[src/rtl/stack_arbiter.sv]
// stack_arbiter
//   Two-requester round-robin arbiter in front of a LIFO stack datapath.
//   One operation is in flight at a time: IDLE picks a winner and checks
//   legality, EXEC strobes the datapath, WAIT captures pop data, and RESP
//   acknowledges the winner.
// Ports
//   clk, rst_n              : clock, synchronous active-low reset
//   ena                     : enables new grants (in-flight op always completes)
//   a_req/a_op/a_wdata      : requester A request, op (0 push, 1 pop), push data
//   a_ack/a_err/a_rdata     : requester A completion pulse, reject flag, pop data
//   b_*                     : same as a_* for requester B
//   stk_push/stk_pop        : one-cycle strobes to the stack datapath
//   stk_wdata/stk_rdata     : push data out, pop data in (valid a cycle after pop)
//   count/full/empty        : current occupancy
module stack_arbiter #(
  parameter int unsigned DEPTH = 256,
  parameter int unsigned DW    = 8
) (
  input  logic                   clk,
  input  logic                   rst_n,
  input  logic                   ena,
  input  logic                   a_req,
  input  logic                   a_op,
  input  logic [DW-1:0]          a_wdata,
  output logic                   a_ack,
  output logic                   a_err,
  output logic [DW-1:0]          a_rdata,
  input  logic                   b_req,
  input  logic                   b_op,
  input  logic [DW-1:0]          b_wdata,
  output logic                   b_ack,
  output logic                   b_err,
  output logic [DW-1:0]          b_rdata,
  output logic                   stk_push,
  output logic                   stk_pop,
  output logic [DW-1:0]          stk_wdata,
  input  logic [DW-1:0]          stk_rdata,
  output logic [$clog2(DEPTH):0] count,
  output logic                   full,
  output logic                   empty
);

  localparam int unsigned   CW      = $clog2(DEPTH) + 1;
  localparam logic [CW-1:0] DEPTH_C = CW'(DEPTH);

  typedef enum logic [1:0] {IDLE, EXEC, WAIT, RESP} state_t;

  state_t        r_state;
  logic          r_prio_b;   // 1: B wins the next simultaneous request
  logic          r_sel_b;    // latched winner
  logic          r_op;       // latched op of the winner
  logic [CW-1:0] r_count;
  logic          r_stk_push;
  logic          r_stk_pop;
  logic [DW-1:0] r_stk_wdata;
  logic          r_a_ack;
  logic          r_a_err;
  logic [DW-1:0] r_a_rdata;
  logic          r_b_ack;
  logic          r_b_err;
  logic [DW-1:0] r_b_rdata;

  logic          w_any;
  logic          w_grant_b;
  logic          w_op;
  logic [DW-1:0] w_wdata;
  logic          w_legal;

  assign w_any     = a_req | b_req;
  assign w_grant_b = b_req & (~a_req | r_prio_b);
  assign w_op      = w_grant_b ? b_op : a_op;
  assign w_wdata   = w_grant_b ? b_wdata : a_wdata;
  assign w_legal   = w_op ? (r_count != '0) : (r_count != DEPTH_C);

  always_ff @(posedge clk) begin
    if (!rst_n) begin
      r_state     <= IDLE;
      r_prio_b    <= 1'b0;
      r_sel_b     <= 1'b0;
      r_op        <= 1'b0;
      r_count     <= '0;
      r_stk_push  <= 1'b0;
      r_stk_pop   <= 1'b0;
      r_stk_wdata <= '0;
      r_a_ack     <= 1'b0;
      r_a_err     <= 1'b0;
      r_a_rdata   <= '0;
      r_b_ack     <= 1'b0;
      r_b_err     <= 1'b0;
      r_b_rdata   <= '0;
    end else begin
      // Strobes and response fields are single-cycle pulses by default.
      r_stk_push <= 1'b0;
      r_stk_pop  <= 1'b0;
      r_a_ack    <= 1'b0;
      r_a_err    <= 1'b0;
      r_a_rdata  <= '0;
      r_b_ack    <= 1'b0;
      r_b_err    <= 1'b0;
      r_b_rdata  <= '0;
      unique case (r_state)
        IDLE: begin
          if (ena && w_any) begin
            r_sel_b  <= w_grant_b;
            r_op     <= w_op;
            r_prio_b <= ~w_grant_b;
            if (w_legal) begin
              r_state    <= EXEC;
              r_stk_push <= ~w_op;
              r_stk_pop  <= w_op;
              if (!w_op) r_stk_wdata <= w_wdata;
            end else begin
              // Rejected ops skip the datapath and answer in the next cycle.
              r_state <= RESP;
              r_a_ack <= ~w_grant_b;
              r_a_err <= ~w_grant_b;
              r_b_ack <= w_grant_b;
              r_b_err <= w_grant_b;
            end
          end
        end
        EXEC: begin
          r_count <= r_op ? (r_count - 1'b1) : (r_count + 1'b1);
          r_state <= WAIT;
        end
        WAIT: begin
          // Pop data arrives this cycle; register it with the ack so both
          // appear together in RESP.
          r_a_ack   <= ~r_sel_b;
          r_b_ack   <= r_sel_b;
          r_a_rdata <= (r_op && !r_sel_b) ? stk_rdata : '0;
          r_b_rdata <= (r_op &&  r_sel_b) ? stk_rdata : '0;
          r_state   <= RESP;
        end
        RESP: begin
          r_state <= IDLE;
        end
      endcase
    end
  end

  assign a_ack     = r_a_ack;
  assign a_err     = r_a_err;
  assign a_rdata   = r_a_rdata;
  assign b_ack     = r_b_ack;
  assign b_err     = r_b_err;
  assign b_rdata   = r_b_rdata;
  assign stk_push  = r_stk_push;
  assign stk_pop   = r_stk_pop;
  assign stk_wdata = r_stk_wdata;
  assign count     = r_count;
  assign full      = (r_count == DEPTH_C);
  assign empty     = (r_count == '0);

endmodule
[config.mk]
export PLATFORM = sky130hd
export DESIGN_NAME = stack_arbiter
export DESIGN_NICKNAME = d
export VERILOG_FILES = /design/src/rtl/stack_arbiter.sv
export SDC_FILE = /design/constraint.sdc
export NUM_CORES = 1
export LEC_CHECK = 0
export CORE_UTILIZATION = 42
export CTS_BUF_LIST = sky130_fd_sc_hd__clkbuf_8
export DETAILED_ROUTE_END_ITERATION = 8
export HOLD_SLACK_MARGIN = 0.08
export PLACE_DENSITY = 0.87
export SYNTH_ARGS = -nofsm -noshare
export SYNTH_HDL_FRONTEND = slang
export SYNTH_SLANG_ARGS = --single-unit
export TNS_END_PERCENT = 1
[constraint.sdc]
create_clock -name clk -period 1.9 [get_ports clk]
set_clock_uncertainty 0.15 [all_clocks]
set_input_delay 0.57 -clock clk [delete_from_list [all_inputs] [get_ports clk]]
set_output_delay 0.57 -clock clk [all_outputs]
set_load 0.1 [all_outputs]
==> results of run 1 <==
final timing paths:
check / start / endpoint / slack (ns) / cells after the start
setup / recovery: count[4] / full / -0.50 / 3
setup reg to reg: count[4] / stk_wdata[4] / -0.25 / 7
hold / removal: r_sel_b / a_ack / 0.35 / 1
hold reg to reg: r_sel_b / a_ack / 0.35 / 1
worst register-to-register path, delay by kind of cell, from the launching register on:
family                 cells  cell delay (ns)
flip-flops                 1             0.33
AND/OR/NAND/NOR            2             0.84
AO/OA/AOI/OAI              2             0.24
buffers and inverters      3             0.49
sequential cells by signal, indices dropped and copies added (netlist names), 2 cells and up:
register   flops
a_rdata        8
stk_wdata      8
b_rdata        8
count          9
r_state        2
layout make-up:
type / count / area share [%]
Tap cell: 67 / 2.24
Multi-Input combinational cell: 156 / 31.9
Clock buffer: 5 / 1.84
Inverter: 7 / 0.703
Clock inverter: 3 / 0.335
Timing Repair Buffer: 112 / 38.7
Sequential cell: 44 / 24.3
cells in the mapped netlist (all sizes together), types with 2 or more instances:
master	instances	area, µm²
a211oi	4	30.0
a21o	2	15.0
a21oi	7	35.0
a311oi	9	129
and2	18	113
and3b	3	26.3
clkbuf	6	22.5
dfxtp	44	881
ha	10	125
inv	6	22.5
mux2i	4	40.0
nand2	26	97.6
nand3	3	15.0
nand3b	4	30.0
nand4	3	18.8
nor2	18	72.6
nor2b	2	12.5
nor3	8	51.3
nor3b	2	15.0
o211ai	3	22.5
o21a	4	31.3
o21ai	6	30.0
o22ai	2	12.5
or4	3	26.3
xnor2	4	35.0
layer usage:
metal / vias up / wire, µm
li1: 987 / -
met3: 14 / 420
met2: 105 / 3240
met1: 974 / 2460
met5: - / 0
met4: 0 / 139
cells by family (layout without fill, tap and decap cells):
kind of cell,after synthesis,after routing,share of synthesized area [%]
compound gates,45,45,19.6
xor+xnor,4,4,1.70
fa+ha+maj,11,11,7.04
buf+inv,14,127,2.91
flops,44,44,42.7
mux,4,4,1.94
simple gates,92,92,24.0
power by group:
| part | total (mW) | switching [mW] | leakage (nW) | internal, mW |
|---|---|---|---|---|
| Clock | 0.551 | 0.304 | 0.0505 | 0.247 |
| Combinational | 3.09 | 1.84 | 1.12 | 1.25 |
| Sequential | 1.23 | 0.153 | 0.364 | 1.08 |
| Total | 4.88 | 2.30 | 1.53 | 2.58 |
repair_timing:
action	in CTS	in global routing
pin swaps	7	1
endpoints found under the setup margin	24	20
buffers inserted	1	0
resized for setup	12	12
endpoints found under the hold margin	0	0
through the flow:
step | instances | worst slack [ns] | hold WS [ns] | TNS, ns | util (%)
after global routing | 394 | -0.531 | 0.379 | -3.23 | 79.1
after floorplan | 214 | -0.765 | 0.284 | -8.87 | -
final | 394 | -0.502 | 0.353 | -2.29 | 79.1
after global placement | 385 | -0.510 | 0.307 | -9.24 | 75.9
after detailed placement | 385 | -0.636 | 0.323 | -11.90 | 75.9
after CTS | 394 | -0.496 | 0.350 | -2.38 | 78.4
==> summary.md, run 1 <==
| Metric | Value |
|---|---|
| Status | finished with violations |
| Violated checks | negative setup slack |
| CTS max path bufs | 2 |
| Vias in the first global route | 2067 |
| CP cell instances | or4_4 -> nor3_4 -> buf_12 |
| Leakage | ~1.5 nW |
| Avg WL per Cell | around 16 µm |
| Crit start category | flop |
| Final Hold Fails | 0 |
| First-pass GRT wire length | 9730 µm |
| Critical Path Fanout Max | 3 |
| Initial Utilization | 43.6% |
| Share of cells above drive strength 1 | roughly two fifths |
| Gr busiest metal | met2 |
| Peak VDD IR | about 0.87 mV |
| Met3 usage in global routing | approximately 5% |
| Required time of the worst setup path | ~1.2 ns |
| Post-Synthesis Cell Area | just over 2000 µm² |
| Max-cap viol count | 0 |
| # hold bufs at CTS | 0 |
| Number of enable flip-flop cells after synthesis | 0 |
| Pin count of the biggest net entering global routing | 16 |
| Synth async-reset ratio | 0% |
| Max Slew Vio Count | 0 |
| PwrDens | around 1300 nW/µm² |
| Setup CP Type | flop to output pin |
| Post-synthesis sequential element count | 44 |
| Cell family with most CP delay | simple AND/OR/NAND/NOR gates |
| IO Pins | 72 |
| Pre-Repair DR Iteration Count | 4 |
| Total Power | 4.88 mW |
| Routed WL | about 6300 µm |
| RSZ-0062 raised after global routing | true |
| TritonCTS Sinks | 44 |
| Area of the multi-input gates | 1190 µm² |
| Post-route setup slack | -0.502 ns |
| FP Rows | 25 |
| Clock transition at path regs | approximately 0.080 ns |
| DIE AREA | 5190 µm² |
| Crit-path slowest cell | or4_4 |
| Ys Warns | 0 |
| Grt met2 use | 44.3% |
| Synth cell types | 45 |
| Worst Path Buf+Inv | 1 |
| Most common cell after layout, fill and taps aside | buf_12 |
| Min-delay worst type | flop to flop |
| GPL Wtd Cong | ~0.86 |
| Total track usage | 24.5% |
| Core area | roughly 4700 µm² |
| FF+latch area | 908 µm² |
| Worst EP arrival | between 1.5 and 2 ns |
| Die X | ~72 µm |
| Most frequent cells in the layout | buf_12, buf_4, dfxtp_1, clkdlybuf4s50_1, nand2_1 |
| Max frequency | approximately 420 MHz |
| Post-DP Area | between 3000 and 4000 µm² |
| # H-tree levels | 2 |
| Worst-Margin Slew | approximately 0.47 ns |
| Inserted Clock Buffers | 5 |
| DR DRC count | 0 |
| Number of antenna violations at the first check in global routing | 0 |
| Cell area after layout | around 3700 µm² |
| DR vias/cell | 5.28 |
| Fill count | around 250 |
| Worst rel slew slack | 68.4% |
| Antenna-violating nets left | 0 |
| Sequential area share after synthesis | a little over two fifths |
| Shortest period the worst path allows | 2.40 ns |
| Initial DRC count | between 70 and 80 |
| Final period util | 126% |
| Final setup violation count | 14 |
| Vias | ~2100 |
| Post-synthesis cell count | about 210 |
| Avg Inst Size Synth | approximately 9.6 µm² |
| P&R area growth vs syn | 81.4% |
| Critical Path Sink Type | output pin |
| Die span in y | approximately 70 µm |
| Post-synth top flop | dfxtp_1 |
| Root buffer cell | clkbuf_8 |
| Port buffer count | between 70 and 80 |
| CP peak stage delay | ~0.58 ns |
| Nets@finish | between 300 and 400 |
| Grt ovf | 0 |
| Syn nets | between 200 and 300 |
| Ant diodes | 0 |
| Clock latency on the worst-skew pair | roughly 0.30 ns |
| Post-DP HPWL | about 4700 µm |
| TritonCTS clock tree | built |
| Met1 Use GR | between 20% and 30% |
No activity file was read; power rests on OpenSTA's default activity.
==> inputs of run 2 (changes only) <==
Settings changed: CTS_CLUSTER_DIAMETER set to 200.
==> results of run 2 <==
Final layout, timing and power as in run 1 (identical DEF).
